File: config.mk
export PLATFORM = sky130hd
export DESIGN_NAME = nap_stream_tx_arbiter
export DESIGN_NICKNAME = d
export VERILOG_FILES = /design/src/rtl/nap_stream_pkg.sv /design/src/rtl/nap_stream_skid.sv /design/src/rtl/nap_stream_tx_arbiter.sv
export SDC_FILE = /design/constraint.sdc
export NUM_CORES = 1
export LEC_CHECK = 0
export ABC_AREA = 1
export CORE_AREA = 5 5 592 594
export CTS_CLUSTER_SIZE = 24
export DETAILED_ROUTE_END_ITERATION = 8
export DIE_AREA = 0 0 597 599
export PLACE_DENSITY_LB_ADDON = 0.25
export REMOVE_ABC_BUFFERS = 1
export SETUP_SLACK_MARGIN = 0.3
export SYNTH_ARGS = -nofsm -noshare
export SYNTH_HDL_FRONTEND = slang
export SYNTH_SLANG_ARGS = --single-unit
File: constraint.sdc
create_clock -name i_clk -period 3.13 [get_ports i_clk]
set_input_delay 0.4695 -clock i_clk [delete_from_list [all_inputs] [get_ports i_clk]]
set_output_delay 0.4695 -clock i_clk [all_outputs]
set_load 0.02 [all_outputs]
File: src/rtl/nap_stream_pkg.sv
// -----------------------------------------------------------------------------
// nap_stream_pkg
// Shared types and helpers for the NAP data-stream transmit arbiter and its
// skid buffer.
//   t_nap_beat  : one stream beat {sop, eop, dest, data}
//   t_arb_state : arbiter FSM states
//   rr_pick     : round-robin selection starting at a pointer, with wrap
//   rr_next     : pointer advance modulo the channel count
// -----------------------------------------------------------------------------
package nap_stream_pkg;

    localparam int NAP_DATA_WIDTH = 293;
    localparam int NAP_ADDR_WIDTH = 4;
    localparam int NAP_MAX_CH     = 8;

    typedef struct packed {
        logic                      sop;
        logic                      eop;
        logic [NAP_ADDR_WIDTH-1:0] dest;
        logic [NAP_DATA_WIDTH-1:0] data;
    } t_nap_beat;

    typedef enum logic {
        IDLE   = 1'b0,
        LOCKED = 1'b1
    } t_arb_state;

    // First set bit of elig at or after ptr, wrapping modulo num_ch.
    // Returns 0 when nothing is eligible; callers qualify with |elig.
    function automatic logic [2:0] rr_pick(input logic [NAP_MAX_CH-1:0] elig,
                                           input logic [2:0]            ptr,
                                           input int unsigned           num_ch);
        logic [2:0]  pick;
        logic        found;
        int unsigned idx;
        pick  = 3'd0;
        found = 1'b0;
        for (int unsigned i = 0; i < NAP_MAX_CH; i++) begin
            idx = (32'(ptr) + i) % num_ch;
            if (!found && (i < num_ch) && elig[idx[2:0]]) begin
                pick  = idx[2:0];
                found = 1'b1;
            end
        end
        return pick;
    endfunction

    function automatic logic [2:0] rr_next(input logic [2:0]  ch,
                                           input int unsigned num_ch);
        return ((32'(ch) + 1) >= num_ch) ? 3'd0 : ch + 3'd1;
    endfunction

endpackage

File: src/rtl/nap_stream_skid.sv
// -----------------------------------------------------------------------------
// nap_stream_skid
// Two-entry registered skid buffer carrying t_nap_beat. The upstream ready
// comes from a flop derived from the occupancy count, so the downstream ready
// never reaches the upstream ready combinationally.
//
// Valid/ready: a beat moves across an interface on every clock edge where
// valid && ready. A producer holds valid and payload stable until accepted.
// o_ready only depends on registered state, so the producer may use it to
// form i_valid in the same cycle.
//
// Ports:
//   i_clk, i_reset_n : clock, asynchronous active-low reset
//   i_valid, o_ready : upstream handshake (o_ready = fewer than 2 entries)
//   i_beat           : upstream beat
//   o_valid, i_ready : downstream handshake
//   o_beat           : downstream beat, driven straight from the head register
// -----------------------------------------------------------------------------
module nap_stream_skid
    import nap_stream_pkg::*;
(
    input  logic      i_clk,
    input  logic      i_reset_n,
    input  logic      i_valid,
    output logic      o_ready,
    input  t_nap_beat i_beat,
    output logic      o_valid,
    input  logic      i_ready,
    output t_nap_beat o_beat
);

    t_nap_beat  head_q;
    t_nap_beat  tail_q;
    logic [1:0] count_q;
    logic [1:0] count_d;
    logic       space_q;
    logic       push;
    logic       pop;

    assign o_valid = (count_q != 2'd0);
    assign o_ready = space_q;
    assign o_beat  = head_q;
    assign push    = i_valid && space_q;
    assign pop     = o_valid && i_ready;

    always_comb begin
        count_d = count_q;
        case ({push, pop})
            2'b10:   count_d = count_q + 2'd1;
            2'b01:   count_d = count_q - 2'd1;
            default: count_d = count_q;
        endcase
    end

    always_ff @(posedge i_clk or negedge i_reset_n) begin
        if (!i_reset_n) begin
            count_q <= 2'd0;
            space_q <= 1'b0;
            head_q  <= '0;
            tail_q  <= '0;
        end else begin
            count_q <= count_d;
            space_q <= (count_d != 2'd2);
            case (count_q)
                2'd0: begin
                    if (push) head_q <= i_beat;
                end
                2'd1: begin
                    if (push && pop) head_q <= i_beat;
                    else if (push)   tail_q <= i_beat;
                end
                2'd2: begin
                    // Full: no push is possible, a pop promotes the tail.
                    if (pop) head_q <= tail_q;
                end
                default: ;
            endcase
        end
    end

endmodule

File: src/rtl/nap_stream_tx_arbiter.sv
// -----------------------------------------------------------------------------
// nap_stream_tx_arbiter
// Packet-atomic round-robin arbiter merging NUM_CH user streams onto one NAP
// data-stream transmit port. A grant is taken on an SOP beat and held until
// the EOP beat of the same channel is accepted. The NoC destination is
// captured with the SOP beat and reused for every beat of the packet.
//
// Ports:
//   i_clk, i_reset_n        : clock, asynchronous active-low reset
//   i_valid/o_ready         : per-channel handshake (one bit per channel)
//   i_sop/i_eop             : per-channel packet delimiters
//   i_data                  : channel c at [c*DATA_WIDTH +: DATA_WIDTH]
//   i_dest                  : channel c at [c*ADDR_WIDTH +: ADDR_WIDTH]
//   o_valid/i_ready         : NAP-side handshake
//   o_sop/o_eop/o_data/o_dest : NAP-side beat (registered)
//   o_busy                  : FSM is in LOCKED (packet in progress)
//   o_cur_ch                : granted channel, or the last grant when idle
// -----------------------------------------------------------------------------
module nap_stream_tx_arbiter
    import nap_stream_pkg::*;
#(
    parameter int NUM_CH     = 4,
    parameter int DATA_WIDTH = NAP_DATA_WIDTH,
    parameter int ADDR_WIDTH = NAP_ADDR_WIDTH
) (
    input  logic                         i_clk,
    input  logic                         i_reset_n,
    input  logic [NUM_CH-1:0]            i_valid,
    output logic [NUM_CH-1:0]            o_ready,
    input  logic [NUM_CH-1:0]            i_sop,
    input  logic [NUM_CH-1:0]            i_eop,
    input  logic [NUM_CH*DATA_WIDTH-1:0] i_data,
    input  logic [NUM_CH*ADDR_WIDTH-1:0] i_dest,
    output logic                         o_valid,
    input  logic                         i_ready,
    output logic                         o_sop,
    output logic                         o_eop,
    output logic [DATA_WIDTH-1:0]        o_data,
    output logic [ADDR_WIDTH-1:0]        o_dest,
    output logic                         o_busy,
    output logic [2:0]                   o_cur_ch
);

    t_arb_state            state_q, state_d;
    logic [2:0]            rr_q, rr_d;
    logic [2:0]            cur_ch_q, cur_ch_d;
    logic [ADDR_WIDTH-1:0] dest_q, dest_d;

    logic [NAP_MAX_CH-1:0] elig;
    logic                  any_elig;
    logic [2:0]            pick;
    logic [2:0]            grant_ch;
    logic                  grant_en;
    logic                  space;
    logic                  accept;

    logic                  g_valid;
    logic                  g_sop;
    logic                  g_eop;
    logic [DATA_WIDTH-1:0] g_data;
    logic [ADDR_WIDTH-1:0] g_dest;

    t_nap_beat             push_beat;
    t_nap_beat             out_beat;

    // Only a valid SOP beat can open a new packet.
    always_comb begin
        elig = '0;
        for (int c = 0; c < NUM_CH; c++) begin
            elig[c] = i_valid[c] & i_sop[c];
        end
    end

    assign any_elig = |elig;
    assign pick     = rr_pick(elig, rr_q, 32'(NUM_CH));
    assign grant_ch = (state_q == LOCKED) ? cur_ch_q : pick;
    assign grant_en = (state_q == LOCKED) || any_elig;

    // Mux the granted channel's beat.
    always_comb begin
        g_valid = 1'b0;
        g_sop   = 1'b0;
        g_eop   = 1'b0;
        g_data  = '0;
        g_dest  = '0;
        o_ready = '0;
        for (int c = 0; c < NUM_CH; c++) begin
            if (grant_ch == 3'(c)) begin
                g_valid    = i_valid[c];
                g_sop      = i_sop[c];
                g_eop      = i_eop[c];
                g_data     = i_data[c*DATA_WIDTH +: DATA_WIDTH];
                g_dest     = i_dest[c*ADDR_WIDTH +: ADDR_WIDTH];
                o_ready[c] = grant_en && space;
            end
        end
    end

    assign accept = grant_en && space && g_valid;

    // The opening beat carries the live destination (the value being latched);
    // all later beats of the packet reuse the latched one.
    always_comb begin
        push_beat      = '0;
        push_beat.sop  = g_sop;
        push_beat.eop  = g_eop;
        push_beat.dest = (state_q == IDLE) ? g_dest : dest_q;
        push_beat.data = g_data;
    end

    always_comb begin
        state_d  = state_q;
        rr_d     = rr_q;
        cur_ch_d = cur_ch_q;
        dest_d   = dest_q;
        case (state_q)
            IDLE: begin
                if (accept) begin
                    cur_ch_d = grant_ch;
                    dest_d   = g_dest;
                    if (g_eop) rr_d    = rr_next(grant_ch, 32'(NUM_CH));
                    else       state_d = LOCKED;
                end
            end
            LOCKED: begin
                // Mid-packet SOP flags pass through untouched; only EOP matters.
                if (accept && g_eop) begin
                    state_d = IDLE;
                    rr_d    = rr_next(cur_ch_q, 32'(NUM_CH));
                end
            end
            default: state_d = IDLE;
        endcase
    end

    always_ff @(posedge i_clk or negedge i_reset_n) begin
        if (!i_reset_n) begin
            state_q  <= IDLE;
            rr_q     <= 3'd0;
            cur_ch_q <= 3'd0;
            dest_q   <= '0;
        end else begin
            state_q  <= state_d;
            rr_q     <= rr_d;
            cur_ch_q <= cur_ch_d;
            dest_q   <= dest_d;
        end
    end

    nap_stream_skid u_skid (
        .i_clk     (i_clk),
        .i_reset_n (i_reset_n),
        .i_valid   (accept),
        .o_ready   (space),
        .i_beat    (push_beat),
        .o_valid   (o_valid),
        .i_ready   (i_ready),
        .o_beat    (out_beat)
    );

    assign o_sop    = out_beat.sop;
    assign o_eop    = out_beat.eop;
    assign o_data   = out_beat.data;
    assign o_dest   = out_beat.dest;
    assign o_busy   = (state_q == LOCKED);
    assign o_cur_ch = cur_ch_q;

endmodule

==> impl_metrics.yaml, run 1 <==
die:
  coreArea_mm2: 0.345
  fp.dieH_um: 599
  start_util_pct: 11.1
  fp.dieArea_mm2: 0.358
  boundaryPins: 1511
  rows: 216
  die_w_um: 597
drt:
  drc: 0
  drt-pass1-iter-count: 7
  viasPerCell: 3.75
  vias: 47111
  drtIter0Drc: 3039
  routedWlPerCell_um: 24.0
  drtAntennaViolNets: 0
  drt-total-wl_um: 302000
clock_tree:
  clk_latency_ns: 0.78
  cts_buffer_depth: 4
  clk_pin_slew_ns: 0.07
  htree_levels: 3
  cts_made_buffers: 89
  cts_root_buf: "clkbuf_16"
  cts_sinks: 611
  tritoncts: "done"
sta:
  fin_crit_ns: 3.56
  fin_worst_skew_ns: 0.0352
  drv_slew: 0
  grt_setup_unrepaired: "true"
  worst_slack_ns: -0.428
  fmax_mhz: 281
  finalCritPeriodShare_pct: 114
  setup_viol: 607
  slew_headroom_pct: 32.9
  worst_pin_slew_ns: 1.01
  hold_slack_ns: 0.379
  finalHoldViolCount: 0
critical_path:
  cp_slowest_cell: "dfrtp_2"
  path_cells: "buf_8, xnor2_4, nand3_2, nand2_4, nand2_2, a21oi_2, nand2_2, nand2_4, ha_4, ha_4, inv_8, buf_6, buf_12, buf_12, or2_2, nand3_1, nand2_1, nand3_1, nand2_1"
  cp-end-kind: "flop"
  critical_path.max_stage_delay_ns: 0.46
  startpoint_type: "flop"
  worstPathArrival_ns: 4.22
  cp_max_fo: 47
  required_ns: 3.79
  path_class: "flop to flop"
  critical-path-top-delay-family: "simple AND/OR/NAND/NOR gates"
  critPathBufInv: 5
placed_design:
  place_inst: 12214
  dp_slack_ns: -1.05
  port_buffers: 1510
  routabilityCongestion: 0.837
  dpl_cell_area_mm2: 0.0624
  hpwl_um: 230000
synthesis:
  ys_seq_area_share_pct: 39.9
  synth_area_mm2: 0.0383
  synth_cell_types: 26
  syn_inst: 6013
  yosysTopAreaCell: "dfrtp_1"
  synth_seq_cells: 611
  synth_edf_count: 0
  synth_top_area_share_pct: 39.9
  async_flop_share_pct: 100
  synth_area_leaders: "dfrtp_1, nand2_1, nand3_1"
  yosys_warnings: 0
  syn_area_per_cell_um2: 6.37
  synth_flop_cell: "dfrtp_1"
  yosysMostFrequentCell: "nand2_1"
  netlist_top_cells_count: "nand2_1, nand3_1, dfrtp_1"
grt:
  grt_pass1_vias: 47824
  grt_first_pass_wirelength_um: 393000
  groute.usage.overall_pct: 15.5
  use_met3_pct: 3.79
  use_met2_pct: 27.8
  antenna_found_initial: 79
  overflow: 0
  grt-busiest-layer: "met2"
  grt_max_degree: 72
  grt.met1_usage_pct: 18.8
min_path:
  holdCritPathClass: "input port to flop"
cells_and_area:
  drive_gt1_share_pct: 20.1
  nets: 9133
  syn_to_final_growth_pct: 86.5
  instances_no_fill: 12578
  stdcell_area_mm2: 0.0714
run_status:
  failed_checks: "setup timing"
  outcome: "finished, violations left"
power_and_ir_drop:
  total_power_uw: 93300
  leakage_uw: 0.0340
  ir_drop_v: 0.000688
  powerDensity_mw_per_mm2: 1310
job:
  max-cap-violations: 0
-- worst paths after layout --
check | from | to | slack [ns] | depth (start not counted)
max | rr_q[0] | u_skid.o_beat[164] | -0.43 | 19
min | i_data[1149] | u_skid.tail_q[270] | 0.38 | 4
max reg2reg | rr_q[0] | u_skid.o_beat[164] | -0.43 | 19
min reg2reg | u_skid.tail_q[282] | u_skid.tail_q[282] | 0.47 | 2
max in group asynchronous | i_reset_n | u_skid.o_beat[211] | 1.73 | 3
min in group asynchronous | i_reset_n | u_skid.o_beat[12] | 0.43 | 2
-- cell usage in the layout, fill, tap and decap left out, types with 6 or more instances in the layout --
cell             instances
diode_2                 12
nand2_1               3131
ha_4                     6
buf_8                   13
buf_12                 100
clkbuf_8                13
bufinv_16               14
buf_16                  70
nand3_4                  9
or2_2                  300
clkdlybuf4s50_1       1500
nand4_1                  6
buf_4                  447
clkinv_2                16
nand2_2                195
nand3_2                129
dfrtp_1                609
inv_1                   20
nand2_4                 53
clkbuf_1                17
nor2_1                   7
nand3_1               1073
clkbuf_16              123
buf_6                   77
-- cells by family after synthesis --
family	after synthesis	share of synthesized area, %
and+or+nand+nor	4913	54.2
DFF	611	39.9
buffers and inverters	459	5.29
AOI/OAI and AO/OA	18	0.268
adders and majority gates	10	0.327
xor gates and xnor gates	2	0.0457
-- report_power, final --
part / total (µW) / switching, µW / leakage (µW) / internal, µW
combinational: 68000 / 40900 / 0.0246 / 27100
sequential: 14200 / 2410 / 0.00789 / 11800
clock: 11100 / 4300 / 0.00152 / 6750
-- worst reg2reg max path, stage by stage (launching register included) --
cell and delay (ns):
dfrtp_2 0.46, buf_8 0.18, xnor2_4 0.15, nand3_2 0.10, nand2_4 0.10, nand2_2 0.06
a21oi_2 0.15, nand2_2 0.10, nand2_4 0.12, ha_4 0.15, ha_4 0.15, inv_8 0.03
buf_6 0.12, buf_12 0.16, buf_12 0.61, or2_2 0.39, nand3_1 0.11, nand2_1 0.14
nand3_1 0.11, nand2_1 0.06
-- flip-flops by register name (all words and copies together) (netlist names), named ones only --
register and count:
u_skid.o_ready 1, u_skid.o_beat 299, u_skid.count_q 2, rr_q 2
o_cur_ch 3, u_skid.tail_q 299, dest_q 4
-- routing by layer --
metal | up-vias | wire length, µm
li1 | 22906 | -
met5 | - | 349
met3 | 308 | 20100
met4 | 48 | 8220
met1 | 22285 | 123000
met2 | 1564 | 151000
-- metrics by stage --
step | setup TNS (ns) | util [%]
finish | -168.08 | 20.7
global route | -269.91 | 20.7
CTS | -195.16 | 19.9
detailed placement | -555.65 | 18.1
global placement | -525.81 | 18.1
floorplan | - | -
-- repair_timing --
action | in CTS | in global routing
hold buffers | 1 | 0
gates resized for setup | 317 | 415
gates cloned | 41 | 36
endpoints found under the setup margin | 616 | 616
pin swaps | 32 | 92
buffers inserted | 69 | 46
endpoints found under the hold margin | 27 | 0
-- layout make-up --
cell class / count / area [µm²]
clock inverter: 39 / 594
timing repair buffer: 2244 / 24300
clock buffer: 120 / 2490
sequential: 611 / 15300
timing repair inverter: 2 / 40.0
fill: 39108 / 273000
multi-input combinational: 4943 / 22800
tap: 4578 / 5730
antenna: 12 / 30.0
inverter: 29 / 168
Note: power is estimated with default switching activity, not from simulation.
==> run 2: changes to the inputs <==
--- a/config.mk
+++ b/config.mk
@@ -5,11 +5,10 @@
 export SDC_FILE = /design/constraint.sdc
 export NUM_CORES = 1
 export LEC_CHECK = 0
-export ABC_AREA = 1
-export CORE_AREA = 5 5 592 594
+export CORE_AREA = 5 5 578 580
 export CTS_CLUSTER_SIZE = 24
 export DETAILED_ROUTE_END_ITERATION = 8
-export DIE_AREA = 0 0 597 599
+export DIE_AREA = 0 0 583 585
 export PLACE_DENSITY_LB_ADDON = 0.25
 export REMOVE_ABC_BUFFERS = 1
 export SETUP_SLACK_MARGIN = 0.3
==> run 2 against run 1 <==
  * The flow still finishes with violations (setup timing)
  * Area after synthesis decreased by 9.5%
  * Largest power group unchanged
  * Utilization rose by 0.52 points
  * Count of clock-buffer cells in the layout is 6 lower
  * Die area decreased by 4.6%
  * Routed wire length is 5.7% lower
  * Critical path depth down 1
  * Clock skew is 0.00058 ns higher
==> impl_metrics.yaml, run 2 <==
die:
  rows: 211
  coreArea_mm2: 0.329
  start_util_pct: 10.5
  boundaryPins: 1511
  fp.dieArea_mm2: 0.341
  fp.dieH_um: 585
  die_w_um: 583
synthesis:
  synth_top_family_by_area: "compound AO/OA/AOI/OAI gates"
  synth_area_leaders: "dfrtp_1, mux2_4, a221oi_1"
  synth_top_area_share_pct: 44.1
  synth_compound_area_share_pct: 24.2
  async_flop_share_pct: 100
  synth_edf_count: 0
  synthSimpleGateAreaFrac_pct: 13.7
  synth_flop_cell: "dfrtp_1"
  synth_fa_ha_area_share_pct: 0.361
  netlist_top_cells_count: "dfrtp_1, nand2_1, nor2_1"
  yosysTopAreaCell: "dfrtp_1"
  synth_area_mm2: 0.0347
  yosys_warnings: 0
  synth_xor_area_share_pct: 0.0253
  synth_seq_cells: 611
  synth.area.mux_share_pct: 12.6
  syn_area_per_cell_um2: 9.18
  synth_cell_types: 47
  syn_inst: 3778
  yosysMostFrequentCell: "dfrtp_1"
  ys_seq_area_share_pct: 44.1
cells_and_area:
  final_cell_mix: "clkdlybuf4s50_1, dfrtp_1, nand2_1, nor2_1, buf_4"
  final_common_cell: "clkdlybuf4s50_1"
  fin_util_pct: 21.3
  stdcell_area_mm2: 0.0699
  instances_no_fill: 10185
  nets: 6945
  drive_gt1_share_pct: 31.1
  fillers: 35845
  syn_to_final_growth_pct: 101
sta:
  fmax_mhz: 271
  fin_crit_ns: 3.69
  hold_slack_ns: 0.351
  slew_headroom_pct: 40.1
  setup_viol: 614
  fin_worst_skew_ns: 0.0358
  finalHoldViolCount: 0
  worst_pin_slew_ns: 0.898
  grt_setup_unrepaired: "true"
  worst_slack_ns: -0.560
  drv_slew: 0
  finalCritPeriodShare_pct: 118
  fin_tns_setup_ns: -203.53
placed_design:
  dpl_cell_area_mm2: 0.0579
  routabilityCongestion: 0.906
  port_buffers: 1510
  place_inst: 9776
  hpwl_um: 221000
power_and_ir_drop:
  ir_drop_v: 0.000590
  powerDensity_mw_per_mm2: 1330
  leakage_uw: 0.0267
clock_tree:
  clk_pin_slew_ns: 0.06
  cts_buffer_depth: 4
  cts_root_buf: "clkbuf_16"
  htree_levels: 3
  clk_latency_ns: 0.77
  cts_made_buffers: 85
  cts_sinks: 611
  tritoncts: "done"
drt:
  routedWlPerCell_um: 28.0
  drtIter0Drc: 2602
  drtAntennaViolNets: 0
  drt-pass1-iter-count: 5
  drc: 0
  drt-total-wl_um: 285000
  vias: 39309
  viasPerCell: 3.86
run_status:
  failed_checks: "setup timing"
  outcome: "finished, violations left"
grt:
  grt_max_degree: 93
  grt_first_pass_wirelength_um: 361000
  groute.usage.overall_pct: 15.4
  antenna_found_initial: 110
  grt_pass1_vias: 39100
  overflow: 0
critical_path:
  required_ns: 3.77
  path_cells: "clkdlybuf4s50_1, nand2_1, buf_4, a21oi_2, o22a_1, mux2_4, buf_4, ha_2, a21bo_4, buf_12, buf_4, buf_12, buf_12, buf_4, nor2_1, o31a_1, o21ai_0, mux2_4"
  cp_slowest_cell: "clkdlybuf4s50_1"
  r2r_slack_ns: -0.53
  path_class: "input port to flop"
  critical_path.max_stage_delay_ns: 0.63
  critPathMostFrequentCell: "buf_4"
  worstPathArrival_ns: 4.33
  cp_max_fo: 7
  cp-end-kind: "flop"
  startpoint_type: "input port"
job:
  max-cap-violations: 0
min_path:
  holdCritPathClass: "input port to flop"
==> run 2: cell types whose count changed after synthesis, moves of 294 or more <==
cell      previous run  this run
o31a_1               0       294
a21oi_1              7       303
nand2_1           3377       605
nand3_1           1211         1
a221oi_1             0       294
o21ai_0              8       308
or2_2              300         1
nor2_1              12       601
==> run 2: cells by family after synthesis <==
kind of cell	Yosys count
XOR/XNOR	1
AO/OA/AOI/OAI	1222
adder cells (fa/ha/maj)	10
flip-flops	611
multiplexers	320
buffers and inverters	376
AND/OR/NAND/NOR	1238
==> run 2: worst paths after layout <==
path,end,cells after the start,startpoint
worst max-delay path,u_skid.o_beat[220],18,i_sop[2]
worst min-delay path,u_skid.tail_q[298],4,i_sop[3]
worst max register to register,u_skid.o_beat[220],16,rr_q[0]
worst min register to register,dest_q[3],1,dest_q[3]
max in group asynchronous,u_skid.tail_q[58],3,i_reset_n
min in group asynchronous,u_skid.tail_q[245],2,i_reset_n
==> run 2: final cells by class <==
type | count | area (µm²) | share of cell area, %
sequential | 611 | 15300 | 21.9
multi-input combinational | 2791 | 21400 | 30.6
clock inverter | 34 | 467 | 0.668
clock buffer | 114 | 2350 | 3.36
tap | 4366 | 5460 | 7.82
inverter | 9 | 41.3 | 0.0591
antenna | 26 | 65.1 | 0.0931
timing repair buffer | 2234 | 24800 | 35.5
==> run 2: per-layer routing <==
layer	vias to the layer above	wire (µm)	track usage [%]
li1	17615	-	-
met1	19658	116000	18.8
met2	1587	136000	26.0
met3	371	24100	5.19
met4	78	8970	4.17
met5	-	481	0
==> run 2: power by group <==
group | switching [µW] | internal [µW] | total [µW]
clock network | 4050 | 6080 | 10100
logic | 33000 | 33800 | 66800
registers | 3430 | 12200 | 15600
total | 40500 | 52100 | 92600
==> run 2: stage by stage <==
step,worst slack (ns),total power [µW]
3_3_place_gp,-1.83,65800
4_1_cts,-0.488,85900
5_1_grt,-0.539,97700
3_5_place_dp,-1.75,66300
2_1_floorplan,-42.88,31800
6_report,-0.560,92600
==> run 2: worst max-delay path: cells and delay by family <==
family,cells,cell delay [ns]
compound gates,5,0.86
fa+ha+maj,1,0.21
simple gates,2,0.62
mux,2,0.45
buf+inv,8,1.66
==> run 2: what timing repair did <==
item / in CTS / in global routing
gates cloned: 64 / 36
endpoints found under the setup margin: 616 / 616
gates resized for setup: 370 / 916
hold endpoints to repair: 29 / 0
pin swaps: 20 / 88
setup buffers: 71 / 63
hold buffers: 1 / 0
